File: src/rtl/vend_pkg.sv
// ---------------------------------------------------------------------------
// vend_pkg
// Shared definitions for the coin acceptor and the newspaper vending FSM:
//   - coin codes carried on the 2-bit coin bus
//   - the acceptor FSM state enum
//   - dollar value constants for each coin kind
// No ports (package).
// ---------------------------------------------------------------------------
package vend_pkg;

  // Coin bus codes; 2'b11 is never driven.
  localparam logic [1:0] COIN_NONE = 2'b00;
  localparam logic [1:0] COIN_5    = 2'b01;
  localparam logic [1:0] COIN_10   = 2'b10;

  // Dollar value of each coin kind.
  localparam logic [15:0] VALUE_5  = 16'd5;
  localparam logic [15:0] VALUE_10 = 16'd10;

  typedef enum logic [2:0] {
    ST_IDLE    = 3'd0,
    ST_QUAL    = 3'd1,
    ST_EMIT    = 3'd2,
    ST_RELEASE = 3'd3,
    ST_JAM     = 3'd4
  } acc_state_e;

  // Maps a coin code to its dollar value; unused codes are worth nothing.
  function automatic logic [15:0] coin_value(input logic [1:0] code);
    logic [15:0] value;
    case (code)
      COIN_5:  value = VALUE_5;
      COIN_10: value = VALUE_10;
      default: value = 16'd0;
    endcase
    return value;
  endfunction

endpackage

File: src/rtl/coin_acceptor_sync2.sv
// ---------------------------------------------------------------------------
// sync2
// Two-flop synchronizer for one asynchronous sensor input.
// Ports:
//   clock  in   system clock
//   reset  in   synchronous, active-high reset (clears both flops)
//   d      in   asynchronous input
//   q      out  synchronized output, two cycles of latency
// ---------------------------------------------------------------------------
module sync2 (
  input  logic clock,
  input  logic reset,
  input  logic d,
  output logic q
);

  logic meta_d, meta_q;
  logic sync_d, sync_q;

  // Next-state for the two synchronizer stages.
  always_comb begin
    meta_d = d;
    sync_d = meta_q;
  end

  // Synchronizer flops.
  always_ff @(posedge clock) begin
    if (reset) begin
      meta_q <= 1'b0;
      sync_q <= 1'b0;
    end else begin
      meta_q <= meta_d;
      sync_q <= sync_d;
    end
  end

  assign q = sync_q;

endmodule

File: src/rtl/coin_acceptor.sv
// ---------------------------------------------------------------------------
// coin_acceptor
// Turns two bouncy coin-slot sensors into clean one-cycle coin codes for the
// vending FSM, rejects ambiguous insertions, flags jammed sensors and
// refuses coins while the vending FSM is dispensing.
// Ports:
//   clock         in   system clock
//   reset         in   synchronous, active-high reset
//   nickel_sense  in   raw 5-dollar sensor (asynchronous)
//   dime_sense    in   raw 10-dollar sensor (asynchronous)
//   inhibit       in   high while the vending FSM dispenses
//   coin          out  coin code, one-cycle pulse (vend_pkg codes)
//   reject        out  one-cycle pulse, coin returned to user
//   jam           out  level, sensor stuck high
//   coin_total    out  running dollar sum, saturating (COIN_ACCEPTOR_TOTAL_EN only)
//   busy          out  high whenever the FSM is not idle
// Optional feature macro: COIN_ACCEPTOR_TOTAL_EN.
// ---------------------------------------------------------------------------
module coin_acceptor
  import vend_pkg::*;
#(
  parameter int unsigned DEBOUNCE_CYCLES = 4,
  parameter int unsigned JAM_CYCLES      = 64
) (
  input  logic        clock,
  input  logic        reset,
  input  logic        nickel_sense,
  input  logic        dime_sense,
  input  logic        inhibit,
  output logic [1:0]  coin,
  output logic        reject,
  output logic        jam,
`ifdef COIN_ACCEPTOR_TOTAL_EN
  output logic [15:0] coin_total,
`endif
  output logic        busy
);

  localparam logic [7:0] DEB_LIMIT = DEBOUNCE_CYCLES[7:0];
  localparam logic [7:0] JAM_LIMIT = JAM_CYCLES[7:0];

  logic sn, sd;

  sync2 u_sync_nickel (.clock(clock), .reset(reset), .d(nickel_sense), .q(sn));
  sync2 u_sync_dime   (.clock(clock), .reset(reset), .d(dime_sense),   .q(sd));

  acc_state_e state_d, state_q;
  logic [7:0] cnt_d, cnt_q;
  logic [7:0] jcnt_d, jcnt_q;
  logic [1:0] kind_d, kind_q;
  logic [1:0] coin_d, coin_q;
  logic       reject_d, reject_q;
  logic       jam_d, jam_q;
  logic       busy_d, busy_q;
  logic       latched_s, other_s;

  // Acceptor FSM next-state and next-output logic.
  always_comb begin
    state_d  = state_q;
    cnt_d    = cnt_q;
    jcnt_d   = jcnt_q;
    kind_d   = kind_q;
    coin_d   = COIN_NONE;
    reject_d = 1'b0;
    jam_d    = 1'b0;
    // Sensor being qualified versus the one that must stay quiet.
    latched_s = (kind_q == COIN_5) ? sn : sd;
    other_s   = (kind_q == COIN_5) ? sd : sn;
    case (state_q)
      ST_IDLE: begin
        if (sn && sd) begin
          reject_d = 1'b1;
          jcnt_d   = 8'd0;
          state_d  = ST_RELEASE;
        end else if (sn) begin
          kind_d  = COIN_5;
          cnt_d   = 8'd1;
          state_d = ST_QUAL;
        end else if (sd) begin
          kind_d  = COIN_10;
          cnt_d   = 8'd1;
          state_d = ST_QUAL;
        end else begin
          state_d = ST_IDLE;
        end
      end
      ST_QUAL: begin
        if (!latched_s) begin
          cnt_d   = 8'd0;
          state_d = ST_IDLE;
        end else if (other_s) begin
          reject_d = 1'b1;
          cnt_d    = 8'd0;
          jcnt_d   = 8'd0;
          state_d  = ST_RELEASE;
        end else begin
          cnt_d = cnt_q + 8'd1;
          // Outputs are registered, so the coin/reject is decided on the
          // edge that enters EMIT and is visible for the whole EMIT cycle.
          if (cnt_d == DEB_LIMIT) begin
            state_d = ST_EMIT;
            if (inhibit) begin
              reject_d = 1'b1;
            end else begin
              coin_d = kind_q;
            end
          end else begin
            state_d = ST_QUAL;
          end
        end
      end
      ST_EMIT: begin
        cnt_d   = 8'd0;
        jcnt_d  = 8'd0;
        state_d = ST_RELEASE;
      end
      ST_RELEASE: begin
        if (!sn && !sd) begin
          state_d = ST_IDLE;
        end else begin
          jcnt_d = jcnt_q + 8'd1;
          if (jcnt_d == JAM_LIMIT) begin
            jam_d   = 1'b1;
            state_d = ST_JAM;
          end else begin
            state_d = ST_RELEASE;
          end
        end
      end
      ST_JAM: begin
        if (!sn && !sd) begin
          jcnt_d  = 8'd0;
          state_d = ST_IDLE;
        end else begin
          jam_d   = 1'b1;
          state_d = ST_JAM;
        end
      end
      default: begin
        state_d = ST_IDLE;
      end
    endcase
    busy_d = (state_d != ST_IDLE);
  end

  // FSM state, counters and registered outputs.
  always_ff @(posedge clock) begin
    if (reset) begin
      state_q  <= ST_IDLE;
      cnt_q    <= 8'd0;
      jcnt_q   <= 8'd0;
      kind_q   <= COIN_NONE;
      coin_q   <= COIN_NONE;
      reject_q <= 1'b0;
      jam_q    <= 1'b0;
      busy_q   <= 1'b0;
    end else begin
      state_q  <= state_d;
      cnt_q    <= cnt_d;
      jcnt_q   <= jcnt_d;
      kind_q   <= kind_d;
      coin_q   <= coin_d;
      reject_q <= reject_d;
      jam_q    <= jam_d;
      busy_q   <= busy_d;
    end
  end

  assign coin   = coin_q;
  assign reject = reject_q;
  assign jam    = jam_q;
  assign busy   = busy_q;

`ifdef COIN_ACCEPTOR_TOTAL_EN
  logic [15:0] total_d, total_q;
  logic [16:0] sum_s;

  // Running total, saturating instead of wrapping.
  always_comb begin
    sum_s = {1'b0, total_q} + {1'b0, coin_value(coin_d)};
    if (sum_s[16]) begin
      total_d = 16'hFFFF;
    end else begin
      total_d = sum_s[15:0];
    end
  end

  // Running total register.
  always_ff @(posedge clock) begin
    if (reset) begin
      total_q <= 16'd0;
    end else begin
      total_q <= total_d;
    end
  end

  assign coin_total = total_q;
`endif

endmodule

File: config.mk
export PLATFORM = sky130hd
export DESIGN_NAME = coin_acceptor
export DESIGN_NICKNAME = d
export VERILOG_FILES = /design/src/rtl/vend_pkg.sv /design/src/rtl/coin_acceptor_sync2.sv /design/src/rtl/coin_acceptor.sv
export SDC_FILE = /design/constraint.sdc
export NUM_CORES = 1
export LEC_CHECK = 0
export CELL_PAD_IN_SITES_DETAIL_PLACEMENT = 1
export CELL_PAD_IN_SITES_GLOBAL_PLACEMENT = 2
export CORE_ASPECT_RATIO = 1.2
export CORE_UTILIZATION = 35
export CTS_CLUSTER_DIAMETER = 80
export DETAILED_ROUTE_END_ITERATION = 16
export PLACE_DENSITY_LB_ADDON = 0.1
export SYNTH_ARGS = -nofsm -noshare
export SYNTH_HDL_FRONTEND = slang
export SYNTH_SLANG_ARGS = --single-unit
File: constraint.sdc
create_clock -name clock -period 2.2 [get_ports clock]
set_input_delay 0.44 -clock clock [delete_from_list [all_inputs] [get_ports clock]]
set_output_delay 0.44 -clock clock [all_outputs]
set_load 0.01 [all_outputs]
==> qor.yml <==
io_pins: 10
synth_top_family_by_area: "simple AND/OR/NAND/NOR gates"
worstPathArrival_ps: 2200
ys_seq_area_share_pct: 36.5
initial_utilization_pct: 37.5
die_w_um: 64.6
wl_per_cell_um: 16.8
ys_ff_latch: 30
antenna_found_initial: 0
ctsLongestPathBuffers: 2
finalWirelength_mm: 4.53
synth_compound_area_share_pct: 22.9
skew_ps: 7.31
worst_pin_slew_ps: 724
swShare_pct: 24.0
htree_levels: 2
startpoint_type: "flip-flop"
core_area_mm2: 0.00439
p_int_uw: 847
cp_common_cell: "or3_1"
drive_above_1_share_pct: 9.86
synth.most_common_cell: "dfxtp_1"
dieArea_mm2: 0.00498
yosys.area.top_type: "dfxtp_1"
postCtsHoldBufs: 0
clk_pin_slew_worst_paths_ps: 60
power_frac_seq_pct: 50.8
first_pass_iters: 4
period_share_pct: 90.2
insertion_delay_ps: 280
postRouteAntennaNets: 0
path_delay_family: "simple AND/OR/NAND/NOR gates"
place.gp.congestion: 0.807
fp-row-count: 26
grt_setup_unrepaired: "false"
hold_path.class: "reg2reg"
synthFlopType: "dfxtp_1"
synth_fp_nets: 212
die_y_um: 77.1
fin_nets: 221
synthTopCellsByCount: "30 x dfxtp_1, 21 x nor2_1, 17 x a21oi_1"
critPathBufInv: 1
synth-simple-area-share_pct: 30.2
setup_viol: 0
path_cells: "inv_1 > ha_1 > or3_1 > or3_1 > a21oi_1"
grt_pass1_wl_mm: 7.76
numCtsBuffers: 5
max_stage_delay_ps: 510
antenna_cells: 0
cp_max_fo: 8
vias: 1507
synth_area_leaders: "dfxtp_1 37%, a21oi_1 5.2%, nor2_1 4.8%"
synth-xor-area-share_pct: 0.532
finalPower_mw: 1.12
crit_path_end_kind: "flip-flop"
syn_area_per_cell_um2: 8.11
grt_max_degree: 25
drv_cap: 0
switching_power_uw: 268
synthMuxAreaShare_pct: 1.83
grt-ovfl-total: 0
route.detailed.drc: 0
area_growth_pct: 14.5
ir_drop_mv: 0.327
cts_tree: "built"
comb_power_share_pct: 8.2
synth_fa_ha_area_share_pct: 3.04
fmax_mhz: 504
postSynthCellCount: 203
critPathSlowestCell: "or3_1"
track_usage_pct: 20.2
slew_viol_final: 0
min_period_ps: 1980
async_flop_share_pct: 0
cts.sinks: 30
status: "finished, final reports clean"
dr.first_iter.drc_count: 43
grt_pass1_vias: 1621
root_buffer: "clkbuf_8"
synth.top_cell.area_share_pct: 36.5
worst_slew_margin_rel_pct: 51.4
cellPowerDensity_mw_per_mm2: 592
synth_warnings: 0
hold_violations: 0
tns_ps: 0
netlist_area_mm2: 0.00165
p_leak_nw: 0.655
yosys.cell_types.count: 47
synth_edf_count: 0
hpwlAfterDp_mm: 3.37
required_ps: 2410
portBuffers: 9
clockPowerShare_pct: 41.0
routed_via_density: 5.60
path_class: "reg2reg"
[per-stage QoR]
stage | hold WS, ps | cell area [µm²] | setup slack [ps] | util, % | cells
after global placement | 453 | 1790 | 207 | 40.7 | 261
after floorplan | 414 | 1650 | 405 | - | 203
final | 467 | 1880 | 216 | 42.9 | 269
after detailed placement | 451 | 1790 | 50.2 | 40.7 | 261
after CTS | 467 | 1880 | 41.0 | 42.8 | 269
after global routing | 472 | 1880 | 35.4 | 42.9 | 269
[power groups by stage]
stage,sequential [mW],combinational [mW],clock (mW)
after floorplan,0.574,0.0607,0
after global placement,0.578,0.0879,0
after detailed placement,0.578,0.0907,0
after CTS,0.566,0.0921,0.479
after global routing,0.568,0.102,0.503
final,0.566,0.0917,0.457
[final timing paths]
check        slack, ps               start  cells after the start            end
max reg2reg        220       u_sync_dime.q                      5      jcnt_q[5]
max                220       u_sync_dime.q                      5      jcnt_q[5]
min reg2reg        470  u_sync_dime.meta_q                      1  u_sync_dime.q
min                470  u_sync_dime.meta_q                      1  u_sync_dime.q
[cells in the final DEF, fill, tap and decap left out, drive strengths merged, types with 3 or more instances in the layout]
cell type      count
a31oi              5
nor2              21
nor3b              3
nor3               9
clkbuf             7
a311oi             4
mux2i              3
ha                 4
buf                5
o21ai             14
a2111oi            3
dfxtp             30
inv                7
a21oi             17
clkdlybuf4s50      9
nor2b              5
and2               8
nand2b             4
nand3              4
or3                5
nand2             15
nand4              4
[timing repair]
| action | 4_1_cts | 5_1_grt |
|---|---|---|
| endpoints found under the setup margin | 0 | 8 |
| resized for setup | 0 | 1 |
| setup buffers | 0 | 0 |
[cell families after synthesis]
group           after synthesis
simple gates                 91
compound gates               55
flops                        30
buf+inv                      19
fa+ha+maj                     4
mux                           3
xor+xnor                      1
[registers in the layout, indices dropped and copies added (netlist names), 2 cells and up]
name,flops
cnt_q,8
coin,2
jcnt_q,8
kind_q,2
state_q,3
[layout make-up]
type	count	area (µm²)
fill	553	2510
multi-input combinational	154	968
sequential	30	601
timing repair buffer	14	128
clock buffer	7	86.3
tap	56	70.1
inverter	7	26.3
clock inverter	1	5.00
[routing by layer]
metal | GRT usage [%] | up-vias | wire length (µm)
li1 | - | 757 | -
met1 | 20.2 | 733 | 1770
met2 | 38.2 | 10 | 2600
met3 | 5.36 | 7 | 85
met4 | 8.67 | 0 | 66
met5 | 0 | - | 0
(Power assumes the default switching activity.)
